$ cat config.mk
export PLATFORM = sky130hd
export DESIGN_NAME = stream_rr_arbiter_flushable
export DESIGN_NICKNAME = d
export VERILOG_FILES = /design/src/rtl/stream_rr_arbiter_flushable.sv
export SDC_FILE = /design/constraint.sdc
export NUM_CORES = 1
export LEC_CHECK = 0
export ABC_AREA = 1
export CAP_MARGIN = 20
export CORE_MARGIN = 3
export CORE_UTILIZATION = 45
export CTS_CLUSTER_SIZE = 28
export DETAILED_ROUTE_END_ITERATION = 10
export GPL_TIMING_DRIVEN = 1
export HOLD_SLACK_MARGIN = 0.1
export PLACE_DENSITY = 0.8
export SLEW_MARGIN = 25
export SYNTH_ARGS = -nofsm -noshare
export SYNTH_HDL_FRONTEND = slang
export SYNTH_SLANG_ARGS = --single-unit
$ cat constraint.sdc
create_clock -name clk_i -period 4.67 [get_ports clk_i]
set_input_delay 1.401 -clock clk_i [delete_from_list [all_inputs] [get_ports clk_i]]
set_output_delay 1.401 -clock clk_i [all_outputs]
set_load 0.02 [all_outputs]
$ cat src/rtl/stream_rr_arbiter_flushable.sv
`default_nettype none
// ============================================================================
//  Module      : stream_rr_arbiter_flushable
//  Description : Round-robin arbiter feeding a flushable two-entry spill
//                stage. NumIn valid/ready requesters share one registered
//                output stream. Each accepted beat is tagged with the index
//                of its source requester. flush_i discards buffered beats and
//                restarts arbitration at requester 0.
//  Revision    : 1.0 - initial release
// ----------------------------------------------------------------------------
//  Ports
//    clk_i        in   1                clock, rising edge
//    rst_i        in   1                asynchronous reset, active-high
//    flush_i      in   1                discard buffered beats, reset RR pointer
//    inp_valid_i  in   NumIn            per-requester valid
//    inp_ready_o  out  NumIn            per-requester ready (one-hot or zero)
//    inp_data_i   in   NumIn*DataWidth  packed payloads, requester k at
//                                       [k*DataWidth +: DataWidth]
//    oup_valid_o  out  1                output valid
//    oup_ready_i  in   1                output ready
//    oup_data_o   out  DataWidth        output payload (head entry)
//    oup_idx_o    out  IdxWidth         source requester of the output beat
//    dropped_o    out  2                entries discarded by flush this cycle
// ============================================================================
module stream_rr_arbiter_flushable #(
  parameter  int unsigned NumIn     = 4,
  parameter  int unsigned DataWidth = 32,
  localparam int unsigned IdxWidth  = (NumIn > 1) ? $clog2(NumIn) : 1
) (
  input  logic                       clk_i,
  input  logic                       rst_i,
  input  logic                       flush_i,
  input  logic [NumIn-1:0]           inp_valid_i,
  output logic [NumIn-1:0]           inp_ready_o,
  input  logic [NumIn*DataWidth-1:0] inp_data_i,
  output logic                       oup_valid_o,
  input  logic                       oup_ready_i,
  output logic [DataWidth-1:0]       oup_data_o,
  output logic [IdxWidth-1:0]        oup_idx_o,
  output logic [1:0]                 dropped_o
);

  typedef enum logic [1:0] {
    ST_EMPTY = 2'd0,
    ST_ONE   = 2'd1,
    ST_TWO   = 2'd2
  } state_e;

  localparam logic [IdxWidth:0]   c_num_in   = (IdxWidth+1)'(NumIn);
  localparam logic [IdxWidth-1:0] c_last_idx = IdxWidth'(NumIn - 1);

  // Registered state: occupancy, RR pointer, head entry A, spill entry B.
  state_e                r_state;
  logic [IdxWidth-1:0]   r_rr;
  logic [DataWidth-1:0]  r_a_data;
  logic [IdxWidth-1:0]   r_a_idx;
  logic [DataWidth-1:0]  r_b_data;
  logic [IdxWidth-1:0]   r_b_idx;

  state_e                w_state_next;
  logic [IdxWidth-1:0]   w_rr_next;
  logic                  w_load_a;
  logic                  w_load_b;
  logic                  w_shift;

  logic                  w_grant_found;
  logic [IdxWidth-1:0]   w_grant_idx;
  logic [DataWidth-1:0]  w_grant_data;
  logic                  w_buf_ready;
  logic                  w_acc;
  logic                  w_dq;
  logic [1:0]            w_occ;
  logic [DataWidth-1:0]  w_in_data [NumIn];

  for (genvar gi = 0; gi < NumIn; gi++) begin : g_unpack
    assign w_in_data[gi] = inp_data_i[gi*DataWidth +: DataWidth];
  end

  // Priority scan starting at r_rr and wrapping around.
  always_comb begin
    logic [IdxWidth:0] cand;
    w_grant_found = 1'b0;
    w_grant_idx   = '0;
    cand          = '0;
    for (int k = 0; k < NumIn; k++) begin
      cand = {1'b0, r_rr} + (IdxWidth+1)'(k);
      if (cand >= c_num_in) begin
        cand = cand - c_num_in;
      end
      if (!w_grant_found && inp_valid_i[cand[IdxWidth-1:0]]) begin
        w_grant_found = 1'b1;
        w_grant_idx   = cand[IdxWidth-1:0];
      end
    end
  end

  assign w_grant_data = w_in_data[w_grant_idx];

  // Ready depends only on registered occupancy, never on oup_ready_i.
  assign w_buf_ready = (r_state != ST_TWO);
  assign w_acc       = w_grant_found && w_buf_ready && !flush_i;
  assign w_dq        = oup_valid_o && oup_ready_i;

  for (genvar gi = 0; gi < NumIn; gi++) begin : g_ready
    assign inp_ready_o[gi] = w_acc && (w_grant_idx == IdxWidth'(gi));
  end

  always_comb begin
    w_occ = 2'd0;
    case (r_state)
      ST_ONE:  w_occ = 2'd1;
      ST_TWO:  w_occ = 2'd2;
      default: w_occ = 2'd0;
    endcase
  end

  // A head beat handed off during the flush cycle counts as delivered.
  assign dropped_o = flush_i ? (w_occ - {1'b0, w_dq}) : 2'd0;

  always_comb begin
    w_state_next = r_state;
    w_rr_next    = r_rr;
    w_load_a     = 1'b0;
    w_load_b     = 1'b0;
    w_shift      = 1'b0;
    if (flush_i) begin
      w_state_next = ST_EMPTY;
      w_rr_next    = '0;
    end else begin
      if (w_acc) begin
        w_rr_next = (w_grant_idx == c_last_idx) ? '0
                                                : (w_grant_idx + IdxWidth'(1));
      end
      case (r_state)
        ST_EMPTY: begin
          if (w_acc) begin
            w_state_next = ST_ONE;
            w_load_a     = 1'b1;
          end
        end
        ST_ONE: begin
          if (w_acc && !w_dq) begin
            w_state_next = ST_TWO;
            w_load_b     = 1'b1;
          end else if (w_acc && w_dq) begin
            // Head leaves and the new beat replaces it in the same cycle.
            w_load_a = 1'b1;
          end else if (w_dq) begin
            w_state_next = ST_EMPTY;
          end
        end
        ST_TWO: begin
          if (w_dq) begin
            w_state_next = ST_ONE;
            w_shift      = 1'b1;
          end
        end
        default: begin
          w_state_next = ST_EMPTY;
        end
      endcase
    end
  end

  always_ff @(posedge clk_i or posedge rst_i) begin
    if (rst_i) begin
      r_state  <= ST_EMPTY;
      r_rr     <= '0;
      r_a_data <= '0;
      r_a_idx  <= '0;
      r_b_data <= '0;
      r_b_idx  <= '0;
    end else begin
      r_state <= w_state_next;
      r_rr    <= w_rr_next;
      if (w_load_a) begin
        r_a_data <= w_grant_data;
        r_a_idx  <= w_grant_idx;
      end else if (w_shift) begin
        r_a_data <= r_b_data;
        r_a_idx  <= r_b_idx;
      end
      if (w_load_b) begin
        r_b_data <= w_grant_data;
        r_b_idx  <= w_grant_idx;
      end
    end
  end

  assign oup_valid_o = (r_state != ST_EMPTY);
  assign oup_data_o  = r_a_data;
  assign oup_idx_o   = r_a_idx;

endmodule
`default_nettype wire
==> parameters.txt <==
Parameter                              Value

Worst setup path
  Slowest cell on the critical path    sky130_fd_sc_hd__clkdlybuf4s50_1
  Cell repeated most along the worst path    sky130_fd_sc_hd__inv_1
  Peak fanout along the critical path    5
  Startpoint type of the worst setup path    primary input
  Family of cells with the greatest summed delay on the critical path    buffers and inverters
  Setup crit end kind    output port
  Buffers plus inverters on the worst setup path    6
  Critical Path, Cell by Cell    clkdlybuf4s50_1, inv_1, nand2_1, nand3_1, nand2_2, inv_1, nand3_1, nand3_2, inv_2, ha_1, inv_1, nor2_1, buf_2
  CP max stage delay    0.48 ns
  Critical Path AT    3.13 ns
  CP Class    in2out
  Required time at the worst-slack endpoint    3.27 ns

STA
  Final period demand of the worst path    4.53 ns
  Max Clk Rate    0.221 GHz
  Actual transition at the worst max-transition pin    0.768 ns
  Aggregate negative setup slack    0 ns
  Worst clock skew    0.00676 ns
  Rel. slew slack    0.487
  Number of failing setup endpoints in the final timing report    0
  Part of the cycle the worst path needs    0.970
  Hold Fails Final Rpt    0
  Max-slew violations    0

Clock tree
  Cell at the root of the clock tree    sky130_fd_sc_hd__clkbuf_16
  CTS tree    built
  Clock-pin slew of the registers on the worst-case setup and hold paths    0.06 ns
  Post-cts hold buffer count    0
  Max Buffers Root-to-Sink    2
  Number of CTS-inserted buffers    9
  Depth of the CTS H-tree    3
  Insertion delay of the later-clocked pin in the worst-skew pair    0.33 ns
  Sinks on the clock net    72

Synth
  Synth cell types    26
  Dominant combinational cell family by area after synthesis    simple AND/OR/NAND/NOR gates
  Xor and xnor fraction of the mapped netlist area    0
  Area share of fa/ha/maj cells after synthesis    0.0122
  Complex-gate fraction of the synthesized area    0.0365
  Mean cell area of the mapped netlist    6.06 um2
  Yosys reg bits    72
  Synth warn    0
  Number of standard cells after synthesis    849
  Synthesized netlist net count    990
  Post-synthesis instance area    0.00515 mm2
  Part of the Yosys area used for sequential elements    0.350
  Multiplexer fraction of the synthesized cell area    0
  Synthesized-area fraction occupied by and/or/nand/nor cells    0.443

Final layout
  Number of nets in the layout    1156
  Layout area overhead    42.7%
  Most common cell after layout, fill and taps aside    sky130_fd_sc_hd__nand2_1
  Fraction of final layout cells sized beyond drive strength 1    0.0618
  Antenna fix cells    0
  Commonest cells after routing, fill and taps aside    410 x sky130_fd_sc_hd__nand2_1, 172 x sky130_fd_sc_hd__clkdlybuf4s50_1, 142 x sky130_fd_sc_hd__inv_1
  Final core utilization    0.666

Floorplanning
  Ports placed on the boundary    177
  Die Span X    113 um
  Die height    113 um
  Initial core utilization    0.467
  Area of the core region    0.0110 mm2
  Die area    0.0128 mm2
  Number of rows in the core area    38

Power
  Leak    4.08 nW
  Power density over the cells    721 mW/mm2
  IR Drop Worst-Case VDD    0.681 mV

Job
  Max-cap viol count    0

Detailed routing
  Post-detailed-route via-to-cell ratio    4.79
  Wire length reported by the detailed router    15200 um
  Detailed-routed wire length on met2    7290 um
  DR pass1 iterations    5
  Routed wirelength normalized by instance count    13.1 um
  Number of DRC markers in iteration 0    297
  DRT met1 WL    6610 um
  Detailed-routed wire length on met3    1010 um
  Routed via count    5558
  Remaining antenna violation count    0
  Post-route DRC    0
  Uppermost signal routing layer after detailed routing    met4

Placed design
  Final estimated routing congestion in global placement    0.933
  DP Wirelength    11100 um
  Count of input and output buffers    176

GRT
  Overall fraction of global-route tracks in use    0.241
  Largest net degree at the start of global routing    58
  Wire length of the first global-routing pass    25400 um
  Aggregate global routing overflow    0
  Number of antenna violations at the first check in global routing    0
  Via count of the first global-routing pass    5275

Hold path
  Worst min-delay path category    reg2reg

Status
  Run status    completed
-- sequential cells by signal (all words and copies together), names as in the netlist --
register    flops
r_b_idx         2
oup_idx_o       2
r_b_data       32
r_rr            2
r_state         2
oup_data_o     32
-- report_power, final --
| part | internal [mW] | switching, mW | total, mW |
|---|---|---|---|
| registers | 0.926 | 0.158 | 1.08 |
| logic | 1.23 | 2.18 | 3.40 |
| clock network | 0.529 | 0.281 | 0.811 |
-- what timing repair did --
action | in CTS | in global routing
pin swaps | 0 | 1
setup endpoints to repair | 4 | 4
resized for setup | 8 | 10
gates cloned | 0 | 0
buffers inserted | 0 | 2
-- routing by layer --
layer	global-route usage	vias up
met2	0.400	170
met4	0.0745	0
met5	0	-
li1	-	2893
met3	0.0594	23
met1	0.311	2472
-- cells by family after synthesis --
family                     count (synthesis)
adders and majority gates                  5
and+or+nand+nor                          546
DFF                                       72
AOI/OAI and AO/OA                         34
buffers and inverters                    192
-- area by class of cell --
class,count,area [um2]
sequential,72,1800
multi-input combinational,585,2550
fill,1013,3690
clock buffer,9,225
inverter,150,568
tap,140,175
timing repair buffer,197,1900
clock inverter,7,126
-- worst min-delay path, stage by stage, from the launching register on --
cell and delay (ns):
sky130_fd_sc_hd__dfrtp_1 0.34, sky130_fd_sc_hd__nand2_1 0.06, sky130_fd_sc_hd__nand2_1 0.05
-- synth_stat cells, drive strengths merged --
| cell | instances | area, um2 |
|---|---|---|
| o21ai | 30 | 161 |
| ha | 5 | 62.6 |
| buf | 29 | 199 |
| nor3 | 1 | 5.00 |
| nand2 | 415 | 1570 |
| o2111ai | 1 | 8.76 |
| a21oi | 1 | 5.00 |
| nor2 | 16 | 75.1 |
| clkbuf | 13 | 48.8 |
| dfrtp | 72 | 1800 |
| inv | 150 | 566 |
| nand4 | 24 | 150 |
| nand3 | 90 | 483 |
| o22ai | 1 | 6.26 |
| a31oi | 1 | 6.26 |
-- through the flow --
stage               cells  setup slack (ns)  area [um2]  hold WS [ns]  total power, mW
floorplan             849             0.463        5150         0.449             3.49
detailed placement   1142            -0.333        6980         0.465             4.47
finish               1160             0.142        7340         0.476             5.30
CTS                  1158           0.00903        7340         0.482             5.30
global route         1160          -0.00304        7340         0.499             5.84
global placement     1142            -0.289        6980         0.462             4.40
-- worst paths after layout --
path / startpoint / to / slack [ns] / depth (start not counted)
worst max-delay path: inp_valid_i[1] / inp_ready_o[0] / 0.14 / 13
worst min-delay path: r_b_data[15] / r_b_data[15] / 0.48 / 2
worst max register to register: r_rr[0] / oup_data_o[7] / 1.99 / 16
worst min register to register: r_b_data[15] / r_b_data[15] / 0.48 / 2
max in group asynchronous: rst_i / r_b_idx[1] / 2.48 / 3
min in group asynchronous: rst_i / oup_data_o[24] / 1.54 / 2
No activity file was read; power rests on OpenSTA's default activity.
